===== src/rtl/alu_ex_stage.sv =====
// Two-stage execute pipeline around an external 32-bit ALU: E holds operands/ctrl, W holds the result.
// Latency 2 edges, 1 bundle/cycle; W stalls on ~out_ready, E stalls behind a full W, in_ready drops when both hold data.
module alu_ex_stage #(
  parameter int EXC_CNT_W = 8
) (
  input  logic                 clk,
  input  logic                 rst,
  input  logic                 in_valid,
  output logic                 in_ready,
  input  logic [1:0]           in_aluop,
  input  logic [5:0]           in_funct,
  input  logic [31:0]          in_rs_val,
  input  logic [31:0]          in_rt_val,
  input  logic [31:0]          in_imm,
  input  logic                 in_alusrc,
  input  logic [4:0]           in_rd,
  input  logic                 in_regwrite,
  output logic [31:0]          alu_a,
  output logic [31:0]          alu_b,
  output logic [3:0]           alu_ctrl,
  input  logic [31:0]          alu_out,
  input  logic                 alu_zero,
  input  logic                 alu_overflow,
  output logic                 out_valid,
  input  logic                 out_ready,
  output logic [31:0]          out_result,
  output logic                 out_zero,
  output logic [4:0]           out_rd,
  output logic                 out_regwrite,
  output logic                 out_exc,
  output logic [EXC_CNT_W-1:0] exc_count
);

  logic [3:0]           w_ctrl;
  logic                 w_trap_en;
  logic                 w_illegal;
  logic                 w_w_adv;
  logic                 w_e_adv;
  logic                 w_accept;
  logic                 w_exc;

  logic                 r_e_valid;
  logic [31:0]          r_e_a;
  logic [31:0]          r_e_b;
  logic [3:0]           r_e_ctrl;
  logic                 r_e_trap_en;
  logic                 r_e_illegal;
  logic [4:0]           r_e_rd;
  logic                 r_e_regwrite;

  logic                 r_w_valid;
  logic [31:0]          r_w_result;
  logic                 r_w_zero;
  logic [4:0]           r_w_rd;
  logic                 r_w_regwrite;
  logic                 r_w_exc;
  logic [EXC_CNT_W-1:0] r_exc_count;

  // Only the signed add/sub functs can trap; aluop-driven add/sub are address/branch math.
  always_comb begin
    w_ctrl    = 4'b0000;
    w_trap_en = 1'b0;
    w_illegal = 1'b0;
    case (in_aluop)
      2'b00: w_ctrl = 4'b0010;
      2'b01: w_ctrl = 4'b0110;
      2'b11: w_ctrl = 4'b0001;
      default: begin
        case (in_funct)
          6'b100000: begin w_ctrl = 4'b0010; w_trap_en = 1'b1; end
          6'b100001: w_ctrl = 4'b0010;
          6'b100010: begin w_ctrl = 4'b0110; w_trap_en = 1'b1; end
          6'b100011: w_ctrl = 4'b0110;
          6'b100100: w_ctrl = 4'b0000;
          6'b100101: w_ctrl = 4'b0001;
          6'b100111: w_ctrl = 4'b1100;
          6'b101010: w_ctrl = 4'b0111;
          default:   w_illegal = 1'b1;
        endcase
      end
    endcase
  end

  assign w_w_adv  = ~r_w_valid | out_ready;
  assign w_e_adv  = ~r_e_valid | w_w_adv;
  assign w_accept = in_valid & w_e_adv;
  assign w_exc    = r_e_illegal | (r_e_trap_en & alu_overflow);

  always_ff @(posedge clk) begin
    if (rst) begin
      r_e_valid    <= 1'b0;
      r_e_a        <= '0;
      r_e_b        <= '0;
      r_e_ctrl     <= '0;
      r_e_trap_en  <= 1'b0;
      r_e_illegal  <= 1'b0;
      r_e_rd       <= '0;
      r_e_regwrite <= 1'b0;
    end else if (w_e_adv) begin
      r_e_valid <= w_accept;
      if (w_accept) begin
        r_e_a        <= in_rs_val;
        r_e_b        <= in_alusrc ? in_imm : in_rt_val;
        r_e_ctrl     <= w_ctrl;
        r_e_trap_en  <= w_trap_en;
        r_e_illegal  <= w_illegal;
        r_e_rd       <= in_rd;
        r_e_regwrite <= in_regwrite;
      end
    end
  end

  always_ff @(posedge clk) begin
    if (rst) begin
      r_w_valid    <= 1'b0;
      r_w_result   <= '0;
      r_w_zero     <= 1'b0;
      r_w_rd       <= '0;
      r_w_regwrite <= 1'b0;
      r_w_exc      <= 1'b0;
      r_exc_count  <= '0;
    end else if (w_w_adv) begin
      r_w_valid <= r_e_valid;
      if (r_e_valid) begin
        r_w_result   <= alu_out;
        r_w_zero     <= alu_zero;
        r_w_rd       <= r_e_rd;
        r_w_regwrite <= r_e_regwrite & ~w_exc;
        r_w_exc      <= w_exc;
        if (w_exc && (r_exc_count != {EXC_CNT_W{1'b1}}))
          r_exc_count <= r_exc_count + 1'b1;
      end
    end
  end

  assign in_ready     = w_e_adv;
  assign alu_a        = r_e_a;
  assign alu_b        = r_e_b;
  assign alu_ctrl     = r_e_ctrl;
  assign out_valid    = r_w_valid;
  assign out_result   = r_w_result;
  assign out_zero     = r_w_zero;
  assign out_rd       = r_w_rd;
  assign out_regwrite = r_w_regwrite;
  assign out_exc      = r_w_exc;
  assign exc_count    = r_exc_count;

endmodule


===== config.mk =====
export PLATFORM = sky130hd
export DESIGN_NAME = alu_ex_stage
export DESIGN_NICKNAME = d
export VERILOG_FILES = /design/src/rtl/alu_ex_stage.sv
export SDC_FILE = /design/constraint.sdc
export NUM_CORES = 1
export LEC_CHECK = 0
export ABC_AREA = 1
export BUFFER_PORTS_ARGS = -buffer_cell sky130_fd_sc_hd__buf_2
export CAP_MARGIN = 20
export CORE_ASPECT_RATIO = 0.9
export CORE_MARGIN = 5
export CORE_UTILIZATION = 40
export CTS_BUF_LIST = sky130_fd_sc_hd__clkbuf_16
export CTS_CLUSTER_DIAMETER = 120
export DETAILED_ROUTE_END_ITERATION = 10
export PLACE_DENSITY_LB_ADDON = 0.05
export SYNTH_ARGS = -nofsm -noshare
export SYNTH_HDL_FRONTEND = slang
export SYNTH_SLANG_ARGS = --single-unit

===== constraint.sdc =====
create_clock -name clk -period 1.5 [get_ports clk]
set_clock_uncertainty 0.15 [all_clocks]
set_input_delay 0.3 -clock clk [delete_from_list [all_inputs] [get_ports clk]]
set_output_delay 0.3 -clock clk [all_outputs]
set_load 0.01 [all_outputs]

=== Word level (Yosys, flattened, before mapping) ===
Index checks and enable logic that the tools add are counted.

* $add $sub $neg: 1
* Equal/unequal tests: 11
* Mux-type cells: 7
* Bitwise operators: 9
* Reductions and logical operators: 10

{| class="wikitable"
|+ Operator list
! cell !! count
|-
| equality test 6 bit (second input constant) || 8
|-
| 2-to-1 mux 32 bit || 1
|-
| one-hot mux 4 bit (5 select lines) || 1
|-
| one-hot mux 4 bit (3 select lines) || 1
|-
| adder 8 x 1 -> 8 bit (second input constant) || 1
|-
| != test 8 bit (second input constant) || 1
|-
| OR reduction 8 bit || 1
|-
| OR reduction 2 bit || 3
|-
| 2-to-1 mux 1 bit || 4
|-
| AND reduction 2 bit || 2
|-
| bitwise AND 1 bit || 3
|-
| inverter 1 bit || 3
|-
| bitwise OR 1 bit || 3
|-
| AND reduction 3 bit || 1
|-
| OR reduction 3 bit || 1
|-
| equality test 2 x 1 -> 1 bit (second input constant) || 1
|-
| equality test 2 bit (second input constant) || 1
|-
| zero test 2 bit || 1
|-
| logical AND 1 bit || 1
|}

* Register bits after elaboration: 126
* Input bits: 149
* Output and inout port bits: 118
* Word-level logic and storage cells: 53

=== Depth between registers and ports, before layout ===
Gate-level depths: netlist (run 1).

* Depth after elaboration: 5
* Depth in mapped cells: 8
* Gate-level depth less buffers: 8

=== Worst setup path before layout (run 1) ===
Ideal clock, no wire load.

* Kind: register to register
* From: reg r_exc_count[0], in the netlist exc_count[0]
* To: reg r_exc_count[2], in the netlist exc_count[2]
* Setup time: 70 ps
* Arrival time: 1,281 ps
* Required time: 1,280 ps
* Path slack: -1 ps
* Cell stages (with the launch flop): 9
* Buffers on the path: 0
* Period minus slack after synthesis: 1,501 ps
* Cells stage by stage: dfxtp_1 ha_1 nand2_1 inv_1 nand2_1 nor2_1 nor2_2 nand2_1 a21oi_1

* Longest elaborated chain between the ends: 3
* Elaborated cells between the ends (all ways): 4
* Those cells by class: add/sub: 1; eq/ne: 1; reduce/logical: 2

{| class="wikitable"
|+ Ends and longest elaborated chain
! what !! RTL line !! RTL
|-
| from (decl) || 57 || <nowiki>logic [EXC_CNT_W-1:0] r_exc_count;</nowiki>
|-
| from (signal assigned) || 131 || <nowiki>r_exc_count <= r_exc_count + 1'b1;</nowiki>
|-
| parallel branches: the longest is 3 deep, another holds adder 8 x 1 -> 8 bit || n/a ||
|}

Parallel ways; which one is timed is not known.
A chain may end at the register's enable or synchronous reset.

=== Worst setup path in the final report (run 1) ===
* From: reg r_w_valid, in the netlist out_valid
* To: out in_ready

* Longest elaborated chain between the ends: 3

{| class="wikitable"
|+ Ends and longest elaborated chain
! what !! RTL line !! RTL
|-
| from (decl) || 51 || <nowiki>logic r_w_valid;</nowiki>
|-
| from (signal assigned) || 123 || <nowiki>r_w_valid <= r_e_valid;</nowiki>
|-
| inverter 1 bit || 84 || <nowiki>assign w_w_adv = ~r_w_valid | out_ready;</nowiki>
|-
| bitwise OR 1 bit || 84 ||
|-
| bitwise OR 1 bit || 85 || <nowiki>assign w_e_adv = ~r_e_valid | w_w_adv;</nowiki>
|-
| to (decl) || 9 || <nowiki>output logic in_ready,</nowiki>
|}

Every way passes these cells.

==> results.toml, run 1 <==
[status]
status = "finished clean"

[sta]
period_minus_slack_ns = 1.47
maxSlewHeadroom_pct = 77.3
fin_setup_tns_ns = 0
setup_viol = 0
hold_viol_final = 0
max_freq_mhz = 679
worstMarginPinSlew_ns = 0.339
rsz0062_at_grt = "true"
period_share_pct = 98.1
final-max-slew-violation-count = 0

[finish]
fin_cells = 1104
fin_area_sq_mm = 0.00758
multi_input_area_sq_mm = 0.00221
seqCellArea_sq_mm = 0.00253
synthToLayoutAreaGrowth_pct = 53.8
nFillCells = 1090
num-nets-final = 1080
final_core_util_pct = 62.8
drive_above_1_share_pct = 36.3

[global_routing]
use_met2_pct = 36.0
grt_overflow = 0
use_met3_pct = 6.83
grt_usage_pct = 20.8
grt_pass1_vias = 5273
grt_most_used_layer = "met2"
antenna_found_initial = 1
grt_max_degree = 60
grt_pass1_wl_mm = 24.5
use_met1_pct = 23.5

[route]
drc_errors = 0
wl_mm = 15.4
wl_per_cell_microns = 14.0
dr.pass1.iters = 4
vias = 5287
ant_nets = 0
routed_via_density = 4.79
drt-initial-drc-count = 261

[pwr]
power.density_mw_per_mm2 = 1140
p_leak_nw = 3.82
ir_drop_v = 0.000808
total_power_mw = 8.63

[place]
dpl_cell_area_sq_mm = 0.00647
dpl.hpwl_mm = 11.1
gp_congestion = 0.835
io_buffers = 266
dp_cells = 1026

[hold_path]
hp-class = "in2reg"
holdPathStages = 3
hold_start = "in_rs_val[26]"
holdPathEnd = "alu_a[26]"

[yosys]
syn_nets = 771
synth_area_sq_mm = 0.00493
syn_avg_cell_area_sq_um = 7.94
synth_top_area_share_pct = 51.1
yosysWarnings = 0
synth.distinct_cells = 28
ys_seq_area_share_pct = 51.1
yosysTopAreaCell = "dfxtp_1"
synthTopCellsByArea = "dfxtp_1 (51%), nor2_1 (13%), o21ai_0 (11%)"
ys_ff_latch = 126
syn_inst = 621

[clock_network]
cts.path.max_buffers = 2
cts_buffers = 17
worstSkewPairLatency_ns = 0.40
cts_tree = "done"
cts_sinks = 126
clkSlewWorstSetupHoldPaths_ns = 0.05
root_buffer = "clkbuf_16"
htreeDepth = 4

[setup_path]
path_buf_inv = 1
critPathKind = "reg2out"
cp_data_arrival_time_ns = 1.02
end_kind = "output pin"
rr_endpoint = "exc_count[0]"
path_cells = "nand3_4 > buf_6"
critPathRequiredTime_ns = 1.05
crit_family = "flip-flops"
critPathMaxFanout = 4
regToRegSetupSlack_ns = 0.08
cpMaxStageDelayCell = "dfxtp_4"
reg2regPathDepth = 8
critPathMaxStageDelay_ns = 0.36
start_kind = "flip-flop"
r2r-start = "exc_count[0]"

[die]
start_util_pct = 40.8
die_h_microns = 115
core-area_sq_mm = 0.0121
rows = 38
dieArea_sq_mm = 0.0147
pin_count = 267
die_x_microns = 127

[run]
cap_violations = 0
==> tightest hold or removal path: cells and delay by family <==
family,cells,cell delay (ns)
buf+inv,1,0.07
compound gates,1,0.07
simple gates,1,0.08
==> cells in the mapped netlist <==
cell / number
a21oi_1: 48
a22oi_1: 1
and2_1: 1
buf_1: 1
buf_2: 15
buf_4: 2
buf_6: 4
clkbuf_1: 16
clkbuf_2: 3
dfxtp_1: 126
ha_1: 1
inv_1: 17
inv_2: 4
mux2i_1: 32
nand2_1: 42
nand2_2: 2
nand2_4: 1
nand3_1: 9
nand3_2: 1
nand3b_1: 2
nand4_1: 3
nor2_1: 172
nor2_2: 1
o21ai_0: 111
o21ai_1: 2
o21ai_4: 1
xnor2_1: 1
xor2_1: 2
==> cell type report <==
type / instances / area share, %
Antenna cell: 1 / 0.0330
Timing Repair Buffer: 331 / 26.6
Clock inverter: 15 / 1.50
Multi-Input combinational cell: 433 / 29.1
Sequential cell: 126 / 33.4
Clock buffer: 17 / 5.61
Tap cell: 160 / 2.64
Inverter: 21 / 1.07
==> metrics by stage <==
stage	hold slack, ns	worst slack [ns]
floorplan	0.294	0.00197
global placement	0.302	0.0180
detailed placement	0.310	-0.0478
CTS	0.000504	0.00124
global route	0.0156	-0.0181
finish	0.00705	0.0278
==> power by group <==
group          switching, mW  internal (mW)
clock                   1.33           2.37
sequential             0.111           3.58
combinational          0.649          0.589
total                   2.09           6.54
==> metal layers <==
layer  up-vias  part of all wire [%]
met5         -                     0
met4         0                   2.8
met3        31                   8.4
met2       200                    50
met1      2394                    39
li1       2662                     -
==> registers in the layout, indices dropped and copies added (netlist names) <==
signal        count
r_e_rd            5
out_rd            5
out_exc           1
r_e_illegal       1
out_regwrite      1
r_e_trap_en       1
alu_b            32
out_result       32
r_e_valid         1
alu_ctrl          4
exc_count         8
out_zero          1
out_valid         1
r_e_regwrite      1
alu_a            32
==> worst max path at each step <==
stage | startpoint | endpoint | slack (ns) | cells after the start
6_report | out_valid | in_ready | 0.03 | 2
2_1_floorplan | exc_count[0] | exc_count[2] | 0.002 | 7
5_1_grt | exc_count[4] | exc_count[5] | -0.02 | 6
3_3_place_gp | exc_count[0] | exc_count[5] | 0.02 | 8
3_5_place_dp | exc_count[0] | exc_count[4] | -0.05 | 8
4_1_cts | r_e_valid | in_ready | 0.001 | 2
==> cell usage in the layout (no fill, tap or decap), types with 5 or more instances in the layout <==
cell	instances
a21oi_1	44
buf_12	6
buf_2	264
buf_4	14
clkbuf_16	17
clkinv_1	5
dfxtp_1	121
dlygate4sd3_1	44
inv_1	20
mux2i_1	32
nand2_1	34
nand2_2	6
nand2_4	5
nand3_1	9
nor2_1	170
o21ai_0	111
==> kinds of logic (layout without fill, tap and decap cells) <==
logic type | count (synthesis) | in the layout | synth area share (%)
simple gates | 234 | 234 | 18.8
compound gates | 163 | 163 | 16.8
flops | 126 | 126 | 51.1
buf+inv | 62 | 384 | 5.94
mux | 32 | 32 | 6.49
xor+xnor | 3 | 3 | 0.533
fa+ha+maj | 1 | 1 | 0.254
other cells | 0 | 1 | 0
==> repair_timing <==
action / in CTS / in global routing
endpoints found under the setup margin: 9 / 48
buffers inserted: 2 / 0
pin swaps: 0 / 7
cloned: 0 / 0
hold buffers: 44 / 0
hold endpoints to repair: 44 / 0
resized for setup: 5 / 30
Power figures use the tool's default switching activity.
==> run 2: changes to the inputs <==
ABC_AREA = unset   (was 1)
CORE_UTILIZATION = 41   (was 40)
==> run 2 against run 1 <==
Net effect: the run now ends with negative setup slack left; cell area is 12% higher; worst setup slack worse by 0.10 ns; synthesized area is 1.8% higher; non-clock buffer count is 54 higher.
==> results.toml, run 2 <==
[finish]
synthToLayoutAreaGrowth_pct = 69.0
antennaDiodeCount = 0
fin_cells = 1108
nFillCells = 925
layout_common_cells = "buf_2 (262), nand2_1 (158), dfxtp_1 (115)"
drive_above_1_share_pct = 43.8
num-nets-final = 1086
final_common_cell = "buf_2"

[yosys]
synth_top_family_by_area = "simple AND/OR/NAND/NOR gates"
synth_area_sq_mm = 0.00502
ys_ff_latch = 126
synth.mux.area_fraction_pct = 6.60
syn_avg_cell_area_sq_um = 8.72
synth_ff_type = "dfxtp_1"
yosysMostFrequentCell = "nand2_1"
yosysWarnings = 0
ys_seq_area_share_pct = 50.2
synth_compound_area_share_pct = 19.1
syn_nets = 726
synthTopCellsByArea = "dfxtp_1 (50%), nand2_1 (12%), a21oi_1 (9.2%)"
async_flop_share_pct = 0
syn_inst = 576
yosys.area_share.simple_pct = 19.6
synth_edf_count = 0
synth-adder-area-share_pct = 0.249
synthXorXnorAreaFrac_pct = 0
synth_top_area_share_pct = 50.2
yosysTopAreaCell = "dfxtp_1"
yosys-top-cells-count = "nand2_1 (160), dfxtp_1 (126), a21oi_1 (92), nor2_1 (38), mux2i_1 (32)"
synth.distinct_cells = 39

[sta]
hold_viol_final = 0
setup_ws_ns = -0.0770
period_minus_slack_ns = 1.58
setup_viol = 61
rsz0062_at_grt = "true"
worstMarginPinSlew_ns = 0.384
maxSlewHeadroom_pct = 74.1
holdWs_ns = 0.0180
max_freq_mhz = 634
final-max-slew-violation-count = 0
period_share_pct = 105

[route]
drt-initial-drc-count = 306
drc_errors = 0
wl_mm = 17.0
vias = 5450
wl_per_cell_microns = 15.3
routed_via_density = 4.92
ant_nets = 0
dr.pass1.iters = 4

[place]
io_buffers = 266
dpl.hpwl_mm = 10.9
gp_congestion = 0.769
dp_cells = 994

[pwr]
power.density_mw_per_mm2 = 1010
ir_drop_v = 0.000840
p_leak_nw = 3.94

[clock_network]
cts.path.max_buffers = 2
htreeDepth = 4
clkSlewWorstSetupHoldPaths_ns = 0.05
cts_tree = "done"
worstSkewPairLatency_ns = 0.40
cts_sinks = 126
cts_buffers = 17
root_buffer = "clkbuf_16"

[die]
dieArea_sq_mm = 0.0146
die_x_microns = 127
start_util_pct = 41.8
core-area_sq_mm = 0.0120
die_h_microns = 115
pin_count = 267
rows = 38

[setup_path]
path_cells = "buf_6 > nand3b_4 > buf_6"
cpMaxStageDelayCell = "dfxtp_4"
regToRegSetupSlack_ns = -0.08
r2r-start = "out_valid"
rr_endpoint = "alu_ctrl[1]"
crit_top_cell = "buf_6"
path_buf_inv = 2
crit_family = "flip-flops"
critPathRequiredTime_ns = 1.05
critPathKind = "reg2out"
reg2regPathDepth = 6
critPathMaxFanout = 5
end_kind = "output pin"
start_kind = "flip-flop"
cp_data_arrival_time_ns = 1.13
critPathMaxStageDelay_ns = 0.36

[hold_path]
hp-class = "in2reg"
holdPathStages = 3
holdPathEnd = "alu_a[30]"
hold_start = "in_rs_val[30]"

[global_routing]
grt_usage_pct = 21.8
grt_pass1_wl_mm = 25.9
grt_overflow = 0
grt_max_degree = 41
grt_pass1_vias = 5400
antenna_found_initial = 0

[status]
failed_checks = "negative setup slack"
status = "complete, but fails checks"

[run]
cap_violations = 0
run 2: cell types whose count changed after synthesis, sizes merged, moves of 17 or more:
cell / change
o21ai: -112
nand2: +115
inv: -17
a21oi: +44
a211oi: +33
nor2: -135
run 2: cells by family after synthesis:
kind of cell,Yosys count
AND/OR/NAND/NOR,230
AO/OA/AOI/OAI,138
flip-flops,126
buffers and inverters,48
multiplexers,33
adder cells (fa/ha/maj),1
run 2: stage by stage:
stage	total power, mW	setup TNS (ns)	utilization (%)	cell area [sq um]	setup slack (ns)
after floorplan	4.24	-0.0257	-	5110	-0.0250
after global placement	4.76	-3.76	56.9	6840	-0.208
after detailed placement	4.80	-5.55	56.9	6840	-0.197
after CTS	8.56	-0.501	68.2	8200	-0.0740
after global routing	8.96	-6.07	70.6	8490	-0.141
final	8.58	-2.63	70.6	8490	-0.0770
run 2: worst max-delay path by stage:
stage                       startpoint           end  slack (ns)  cells past startpoint
after floorplan           exc_count[1]  exc_count[5]       -0.03                      6
after global placement    alu_overflow  exc_count[5]       -0.21                      6
after detailed placement  alu_overflow  exc_count[5]       -0.20                      6
after CTS                    out_valid      in_ready       -0.07                      3
after global routing       r_e_trap_en  exc_count[7]       -0.14                      5
final                        out_valid      in_ready       -0.08                      3
run 2: layer usage:
| metal | up-vias | track usage [%] | share of wire (%) |
|---|---|---|---|
| met5 | - | 0 | 0 |
| met4 | 0 | 6.86 | 1.5 |
| li1 | 2698 | - | - |
| met1 | 2541 | 24.3 | 40 |
| met3 | 21 | 8.45 | 7.7 |
| met2 | 190 | 38.8 | 51 |
run 2: layout make-up:
type / instances / area [sq um] / share of cell area, %
Tap cell: 160 / 200 / 2.36
Sequential cell: 126 / 2550 / 30.1
Clock inverter: 14 / 86.3 / 1.02
Timing Repair Buffer: 385 / 2730 / 32.1
Clock buffer: 17 / 425 / 5.01
Multi-Input combinational cell: 402 / 2490 / 29.3
Inverter: 4 / 15.0 / 0.177
run 2: where the power goes:
group	total [mW]	leakage, nW	internal, mW	switching [mW]
Combinational	1.39	2.64	0.720	0.669
Clock	3.58	0.259	2.20	1.38
Sequential	3.62	1.04	3.52	0.0931
run 2: what timing repair did:
item / CTS / global route
pin swaps: 5 / 8
cloned: 1 / 5
buffers inserted: 3 / 3
hold endpoints to repair: 71 / 0
endpoints found under the setup margin: 39 / 90
hold buffers: 71 / 0
gates resized for setup: 19 / 38
run 2: tightest hold or removal path: stages:
cell	delay, ns
buf_2	0.10
nand2_1	0.06
a21oi_1	0.05
